### config.mk
export PLATFORM = sky130hd
export DESIGN_NAME = acc_msg_buffer
export DESIGN_NICKNAME = d
export VERILOG_FILES = /design/src/rtl/acc_pkg.sv /design/src/rtl/acc_flit_ram.sv /design/src/rtl/acc_msg_buffer.sv
export SDC_FILE = /design/constraint.sdc
export NUM_CORES = 1
export LEC_CHECK = 0
export CORE_MARGIN = 4
export CORE_UTILIZATION = 55
export DETAILED_ROUTE_END_ITERATION = 10
export GPL_TIMING_DRIVEN = 0
export PLACE_DENSITY = 0.83
export RECOVER_POWER = 100
export SYNTH_ARGS = -nofsm -noshare
export SYNTH_HDL_FRONTEND = slang
export SYNTH_SLANG_ARGS = --single-unit
### constraint.sdc
create_clock -name clk -period 6.5 [get_ports clk]
set_clock_uncertainty 0.1 [all_clocks]
set_input_delay 1.3 -clock clk [delete_from_list [all_inputs] [get_ports clk]]
set_output_delay 1.3 -clock clk [all_outputs]
set_load 0.02 [all_outputs]
### src/rtl/acc_pkg.sv
// Shared types for the Tinsel accelerator path: network address, flit layout
// and message-size limits used by acc_msg_buffer and the accelerator itself.
`ifndef TinselMaxFlitsPerMsg
`define TinselMaxFlitsPerMsg 4
`endif

package acc_pkg;

  typedef struct packed {
    logic       acc;
    logic       host;
    logic [3:0] board_y;
    logic [3:0] board_x;
    logic [1:0] mbox_y;
    logic [1:0] mbox_x;
    logic [5:0] thread;
  } NetAddr;

  typedef struct packed {
    NetAddr      dest;
    logic [31:0] payload;
    logic        not_final_flit;
    logic        is_idle_token;
  } Flit;

  localparam int FLIT_BITS         = $bits(Flit);
  localparam int MAX_FLITS_PER_MSG = `TinselMaxFlitsPerMsg;

  function automatic logic is_final(input Flit f);
    return !f.not_final_flit;
  endfunction

endpackage

### src/rtl/acc_flit_ram.sv
// Flit storage for the message buffer: one synchronous write port and one
// combinational read port, clocked on the falling edge like the accelerator.
module acc_flit_ram #(
  parameter int DEPTH     = 16,
  parameter int LOG_DEPTH = 4,
  parameter int WIDTH     = 8
) (
  input  logic                 clk,
  input  logic                 wr_en,
  input  logic [LOG_DEPTH-1:0] wr_addr,
  input  logic [WIDTH-1:0]     wr_data,
  input  logic [LOG_DEPTH-1:0] rd_addr,
  output logic [WIDTH-1:0]     rd_data
);

  logic [WIDTH-1:0] mem [DEPTH];

  always_ff @(negedge clk) begin
    if (wr_en) begin
      mem[wr_addr] <= wr_data;
    end
  end

  assign rd_data = mem[rd_addr];

endmodule

### src/rtl/acc_msg_buffer.sv
// Store-and-forward flit buffer in front of the Tinsel accelerator: a message
// is released only once its final flit is resident. Optional counters: ACC_MSG_BUF_STATS_EN.
module acc_msg_buffer
  import acc_pkg::*;
#(
  parameter int DEPTH     = 16,
  parameter int LOG_DEPTH = 4
) (
  input  logic               clk,
  input  logic               rst,
  input  Flit                in_data,
  input  logic               in_valid,
  output logic               in_ready,
  output Flit                out_data,
  output logic               out_valid,
  input  logic               out_ready,
  output logic [LOG_DEPTH:0] occupancy,
  output logic [LOG_DEPTH:0] complete_msgs
`ifdef ACC_MSG_BUF_STATS_EN
  ,
  output logic [31:0]        stat_flits_in,
  output logic [31:0]        stat_msgs_in,
  output logic [31:0]        stat_idle_in
`endif
);

  localparam logic [LOG_DEPTH:0] DEPTH_CNT = (LOG_DEPTH+1)'(DEPTH);
  localparam logic [LOG_DEPTH:0] CNT_ONE   = (LOG_DEPTH+1)'(1);

  // A full buffer with no complete message would deadlock, so the array must
  // hold at least one maximum-length message.
  if ((DEPTH < MAX_FLITS_PER_MSG) || ((DEPTH & (DEPTH - 1)) != 0) ||
      ((1 << LOG_DEPTH) != DEPTH)) begin : g_bad_depth
    $error("acc_msg_buffer: DEPTH must be a power of two, equal 2**LOG_DEPTH and hold a full message");
  end

  logic [LOG_DEPTH:0]   wr_ptr;
  logic [LOG_DEPTH:0]   rd_ptr;
  logic [LOG_DEPTH:0]   msg_cnt;
  logic                 full;
  logic                 push;
  logic                 pop;
  logic                 msg_in;
  logic                 msg_out;
  logic [FLIT_BITS-1:0] rd_vec;

  // Pointers carry one extra bit so full and empty stay distinguishable.
  assign occupancy     = wr_ptr - rd_ptr;
  assign full          = (occupancy == DEPTH_CNT);
  assign in_ready      = !full;
  assign out_valid     = (msg_cnt != '0);
  assign complete_msgs = msg_cnt;
  assign out_data      = Flit'(rd_vec);

  assign push    = in_valid && in_ready;
  assign pop     = out_valid && out_ready;
  assign msg_in  = push && is_final(in_data);
  assign msg_out = pop && is_final(out_data);

  acc_flit_ram #(
    .DEPTH     (DEPTH),
    .LOG_DEPTH (LOG_DEPTH),
    .WIDTH     (FLIT_BITS)
  ) u_ram (
    .clk     (clk),
    .wr_en   (push),
    .wr_addr (wr_ptr[LOG_DEPTH-1:0]),
    .wr_data (in_data),
    .rd_addr (rd_ptr[LOG_DEPTH-1:0]),
    .rd_data (rd_vec)
  );

  always_ff @(negedge clk) begin
    if (rst) begin
      wr_ptr  <= '0;
      rd_ptr  <= '0;
      msg_cnt <= '0;
    end else begin
      if (push) begin
        wr_ptr <= wr_ptr + CNT_ONE;
      end
      if (pop) begin
        rd_ptr <= rd_ptr + CNT_ONE;
      end
      case ({msg_in, msg_out})
        2'b10:   msg_cnt <= msg_cnt + CNT_ONE;
        2'b01:   msg_cnt <= msg_cnt - CNT_ONE;
        default: msg_cnt <= msg_cnt;
      endcase
    end
  end

`ifdef ACC_MSG_BUF_STATS_EN
  always_ff @(negedge clk) begin
    if (rst) begin
      stat_flits_in <= '0;
      stat_msgs_in  <= '0;
      stat_idle_in  <= '0;
    end else if (push) begin
      stat_flits_in <= stat_flits_in + 32'd1;
      if (is_final(in_data)) begin
        stat_msgs_in <= stat_msgs_in + 32'd1;
      end
      if (in_data.is_idle_token) begin
        stat_idle_in <= stat_idle_in + 32'd1;
      end
    end
  end
`endif

  a_full_needs_msg : assert property (
    @(negedge clk) disable iff (rst) !(full && (msg_cnt == '0))
  ) else $error("acc_msg_buffer: buffer full with no complete message");

endmodule
==> impl_metrics.ini, run 1 <==
[worst_setup_path]
rr_startpoint = rd_ptr[0]$_SDFFE_NP0P_
cpPeakStageDelay_ps = 580
crit_type = flip-flop to primary output
cp-start-kind = flip-flop
cp.required_ps = 5100
crit_family = multiplexers
critPathSlowestCell = mux4_2
cp.buffers_inverters = 5
crit_fanout = 6
crit_chain = buf_12 > buf_16 > buf_12 > buf_16 > mux4_2 > mux4_2 > buf_6
end_kind = primary output
cp.arrival_ps = 6230

[pwr]
leakage_nw = 17.7
finalPower_mw = 18.4
vdd_drop_max_mv = 0.282
power.density_nw_per_um2 = 416

[clock_network]
cts_buffer_depth = 3
path_clk_slew_ps = 50
cts-htree-levels = 3
holdBufCountCts = 0
clk_latency_ps = 700
cts-root-buf = clkbuf_16
cts_num_sinks = 883
cts_buffers = 89
cts_tree = yes

[timing]
whs_ps = 449
slew_viol_final = 0
slew_headroom = 0.0737
tightest_slew_ps = 1390
rsz0062_at_grt = true
hold_violations = 0
timing.final.ws_setup_ps = -1130
fin_tns_setup_ps = -77860
setup-violations-final = 314

[min_path]
hold_path_class = flip-flop to flip-flop
min_from = complete_msgs[4]$_SDFFE_NP0P_

[routing]
drc = 0
vias = 21200
drtIter0Drc = 3237
via_per_inst = 6.27
ant_nets = 0
totalWireLength_mm = 107
detail_route.wl_per_cell_um = 31.7
first_pass_iters = 6

[cells_and_area]
nets = 2596
nFillCells = 3106
utilization = 0.732
instances_no_fill = 3377
area_growth_pct = 31.6
drive_gt1_frac = 0.254
fin_area_um2 = 44300

[die]
die_h_um = 255
chipWidth_um = 255
die_area_um2 = 65200
ios = 124
initial_core_util = 0.556
coreArea_um2 = 60500
std_cell_rows = 90

[logic_synthesis]
synth.ff_latch_count = 883
yosysUniqueCellTypes = 34
synth_area_um2 = 33600
yosysSeqAreaShare = 0.783
yosys_warnings = 0
synth-edff-count = 864
yosys_most_used_dff = edfxtp_1
synthArstFlopShare = 0
synth_area_per_cell_um2 = 25.0
synth_fp_nets = 1416
synthCells = 1343

[run]
drv_cap = 0

[grt]
grt_usage = 0.322
grt_max_degree = 47
grt_pass1_wl_mm = 147
antenna_found_initial = 14
grt_pass1_vias = 23600
grt_overflow = 0

[placed_design]
place_inst = 2273
place_hpwl_mm = 45.6
dp_slack_ps = -1400
port_buffers = 123
place_area_um2 = 36500
gp_congestion = 0.783

[outcome]
status = finished with violations
violations = setup timing
==> synth_stat cells (2+ instances only) <==
library cell / count / share of area
a21oi_1: 8 / 0.0012
a31oi_1: 3 / 0.00056
and3_1: 13 / 0.0024
buf_1: 8 / 0.00089
buf_2: 10 / 0.0015
buf_4: 6 / 0.0013
buf_6: 15 / 0.0050
clkbuf_1: 26 / 0.0029
dfxtp_1: 19 / 0.011
edfxtp_1: 864 / 0.77
fa_1: 2 / 0.0012
ha_1: 13 / 0.0048
inv_1: 14 / 0.0016
mux2_2: 4 / 0.0013
mux2i_1: 2 / 0.00060
mux4_2: 270 / 0.18
nand2_1: 4 / 0.00045
nand2b_1: 4 / 0.00074
nand3_1: 2 / 0.00030
nand4_1: 3 / 0.00056
nor2_1: 21 / 0.0023
nor2b_1: 9 / 0.0017
nor3_1: 4 / 0.00060
xnor2_1: 7 / 0.0018
xor2_1: 3 / 0.00078
==> flip-flops by register name, indices dropped and copies added (netlist names), named ones only <==
name           count
complete_msgs      5
wr_ptr             5
rd_ptr             5
u_ram.mem        864
==> worst register-to-register path: cells and delay by family (launching register included) <==
kind                       cells  cell delay [ps]
adders and majority gates      2              630
and+or+nand+nor                2              980
buffers and inverters          4             1220
AOI/OAI and AO/OA              1              280
DFF                            1              350
xor gates and xnor gates       1              170
==> power by group <==
group	internal, mW	switching [mW]	total [mW]
logic	1.97	1.72	3.69
registers	6.46	0.0722	6.53
clock network	3.98	4.24	8.21
==> layer usage <==
metal,part of all wire,global-route usage,up-vias
met4,0.060,0.211,6
met1,0.31,0.361,10600
met5,0.00032,0,-
li1,-,-,8183
met3,0.10,0.105,405
met2,0.52,0.534,2015
==> cell usage in the layout (no fill, tap or decap), types with 4 or more instances in the layout <==
cell type,Yosys,final
dfxtp_1,19,12
buf_8,0,8
clkbuf_8,0,12
buf_16,0,25
buf_4,6,31
clkdlybuf4s50_1,0,4
dlygate4sd3_1,0,56
dfxtp_2,0,5
diode_2,0,9
inv_2,0,4
nor2b_1,9,7
nor2_1,21,21
mux4_2,270,270
clkbuf_2,0,13
clkinvlp_2,0,20
a21oi_1,8,5
buf_6,15,78
inv_1,14,906
clkbuf_1,26,8
edfxtp_1,864,864
clkbuf_16,0,96
inv_4,0,4
xnor2_1,7,4
bufinv_16,0,18
mux2_2,4,4
and3_2,0,8
inv_6,0,5
ha_1,13,11
buf_12,0,24
==> final cells by class <==
type	instances	area, um^2	area share
inverter	13	53.8	0.00122
sequential	883	26300	0.595
clock inverter	947	4120	0.0930
buffer	63	846	0.0191
timing repair buffer	209	2620	0.0591
multi-input combinational	381	7050	0.159
tap	782	978	0.0221
clock buffer	90	2250	0.0509
antenna	9	22.5	0.000509
==> worst paths after layout <==
path / endpoint / slack (ps) / cells past startpoint
max: out_data[12] / -1130 / 7
min: complete_msgs[4]$_SDFFE_NP0P_ / 450 / 2
min reg2reg: complete_msgs[4]$_SDFFE_NP0P_ / 450 / 2
max reg2reg: u_ram.mem[11][32]$_DFFE_NP_ / 2450 / 10
==> kinds of logic (layout without fill, tap and decap cells) <==
| kind of cell | after synthesis | in the layout | synth area share |
|---|---|---|---|
| AOI/OAI and AO/OA | 16 | 16 | 0.00283 |
| xor gates and xnor gates | 10 | 10 | 0.00260 |
| adders and majority gates | 15 | 15 | 0.00603 |
| buffers and inverters | 79 | 1322 | 0.0132 |
| DFF | 883 | 883 | 0.783 |
| muxes | 276 | 276 | 0.183 |
| other | 0 | 9 | 0 |
| and+or+nand+nor | 64 | 64 | 0.00993 |
==> repair_timing <==
action	in CTS	in global routing
gates cloned	11	6
setup endpoints to repair	396	60
gates resized for setup	504	65
hold endpoints to repair	0	0
pin swaps	9	11
setup buffers	31	16
Power figures use the tool's default switching activity.
==> run 2: changes to the inputs <==
--- a/config.mk
+++ b/config.mk
@@ -5,7 +5,7 @@
 export SDC_FILE = /design/constraint.sdc
 export NUM_CORES = 1
 export LEC_CHECK = 0
-export CORE_MARGIN = 4
+export CORE_MARGIN = 2
 export CORE_UTILIZATION = 55
 export DETAILED_ROUTE_END_ITERATION = 10
 export GPL_TIMING_DRIVEN = 0
==> impl_metrics.ini, run 2 (synthesis gave the netlist of run 1 again) <==
[routing]
detail_route.wl_per_cell_um = 31.3
vias = 21200
route.met3.wl_mm = 10.5
highest_layer = met5
ant_nets = 0
via_per_inst = 6.28
first_pass_iters = 5
drtIter0Drc = 3151
dr_wl_met2_mm = 55.6
drt-met1-wl_mm = 33.7
drc = 0
totalWireLength_mm = 106

[timing]
setup-violations-final = 610
timing.final.ws_setup_ps = -1030
tightest_slew_ps = 1550
rsz0062_at_grt = true
whs_ps = 433
hold_violations = 0
slew_viol_final = 19
slew_headroom = -0.0372

[outcome]
status = finished with violations
violations = capacitance limit, slew limit, setup timing

[cells_and_area]
regMostFlops = u_ram.mem
instances_no_fill = 3378
layout_commonest_cell = inv_1
drive_gt1_frac = 0.251
area_growth_pct = 31.2
final_cell_mix = inv_1 (913), edfxtp_1 (864), mux4_2 (270)
nets = 2601
largest_reg_flops = 864

[die]
die_h_um = 251
ios = 124
std_cell_rows = 90
chipWidth_um = 251
die_area_um2 = 63100
initial_core_util = 0.557
coreArea_um2 = 60400

[min_path]
min_from = complete_msgs[4]$_SDFFE_NP0P_
hold_path_class = flip-flop to flip-flop
min_to = complete_msgs[4]$_SDFFE_NP0P_
whs_path_depth = 2

[grt]
antenna_found_initial = 10
grt_overflow = 0
grt_pass1_vias = 23700
grt_pass1_wl_mm = 148
grt_usage = 0.336
grt_max_degree = 46

[worst_setup_path]
end_kind = primary output
cp-start-kind = flip-flop
cp.required_ps = 5100
r2r_end = u_ram.mem[7][26]$_DFFE_NP_
rr_startpoint = rd_ptr[0]$_SDFFE_NP0P_
cp.arrival_ps = 6130
crit_type = flip-flop to primary output
crit_fanout = 8
rrSetupSlack_ps = 2400
reg2reg_depth = 11

[placed_design]
gp_congestion = 0.777
place_inst = 2274
place_hpwl_mm = 45.3
port_buffers = 123

[clock_network]
cts-htree-levels = 3
cts_num_sinks = 883
cts_buffer_depth = 3
holdBufCountCts = 0
path_clk_slew_ps = 40
cts-root-buf = clkbuf_16
cts_buffers = 89
cts_tree = yes
clk_latency_ps = 700

[pwr]
vdd_drop_max_mv = 0.227
p_int_mw = 12.2
leakage_nw = 17.7
combPwrFrac = 0.196
seqPwrFrac = 0.360
pwr-share-clk = 0.443
power.density_nw_per_um2 = 411
p_sw_frac = 0.328
p_switching_mw = 5.94

[run]
drv_cap = 2
==> run 2: cell types whose count changed in the layout (fill, tap and decap cells not counted), sizes merged <==
| cell | delta |
|---|---|
| buf | +7 |
| and3 | +1 |
| diode | -3 |
| clkbuf | -3 |
| inv | +10 |
| bufinv | -4 |
| clkinv | -2 |
| clkdlybuf4s25 | +1 |
| clkinvlp | -6 |
==> run 2: worst max path at each step <==
stage / start / end / slack (ps) / cells after the start
5_1_grt: flip-flop / out_data[27] / -1070 / 7
3_3_place_gp: in_valid / wr_ptr[4]$_SDFFE_NP0P_ / -3120 / 4
6_report: flip-flop / out_data[27] / -1030 / 7
4_1_cts: flip-flop / out_data[45] / -1060 / 6
2_1_floorplan: in_valid / wr_ptr[4]$_SDFFE_NP0P_ / -500 / 3
3_5_place_dp: flip-flop / out_data[37] / -1390 / 6
==> run 2: worst max-delay path, cell delays in order, from the launching register on <==
cell	delay [ps]
dfxtp_2	330
buf_12	160
buf_12	130
buf_16	150
buf_16	150
mux4_2	530
mux4_2	560
buf_6	160
==> run 2: final cells by class <==
cell class | instances | area, um^2
Antenna cell | 6 | 15.0
Buffer | 58 | 779
Clock buffer | 91 | 2280
Clock inverter | 945 | 3970
Fill cell | 3230 | 16200
Inverter | 13 | 51.3
Multi-Input combinational cell | 382 | 7080
Sequential cell | 883 | 26300
Tap cell | 782 | 978
Timing Repair Buffer | 218 | 2650
==> run 2: timing repair <==
action | 4_1_cts | 5_1_grt
gates cloned | 8 | 2
setup endpoints to repair | 496 | 87
pin swaps | 10 | 12
resized for setup | 448 | 109
buffers inserted | 29 | 34
==> run 2: layer usage <==
metal  global-route usage  vias up
met3                0.109      423
li1                     -     8203
met1                0.366    10600
met5                    0        -
met4                0.227        8
met2                0.564     1941
==> run 2: through the flow <==
step	setup TNS, ps	instance area [um^2]	worst slack [ps]	util	power (mW)
after detailed placement	-586900	36600	-1390	0.607	10.1
after global routing	-161160	44100	-1070	0.731	18.8
final	-141410	44100	-1030	0.731	18.1
after CTS	-52730	43800	-1060	0.726	17.7
after floorplan	-46790	33700	-496	-	9.14
after global placement	-1457060	35900	-3120	0.595	10.0
==> run 2: power groups by stage <==
stage                     clock network (mW)  logic (mW)  registers, mW
after floorplan                        0.804        1.76           6.58
after global placement                 0.804        2.63           6.58
after detailed placement               0.804        2.73           6.59
after CTS                               7.90        3.30           6.53
after global routing                    8.57        3.67           6.53
final                                   8.03        3.56           6.53
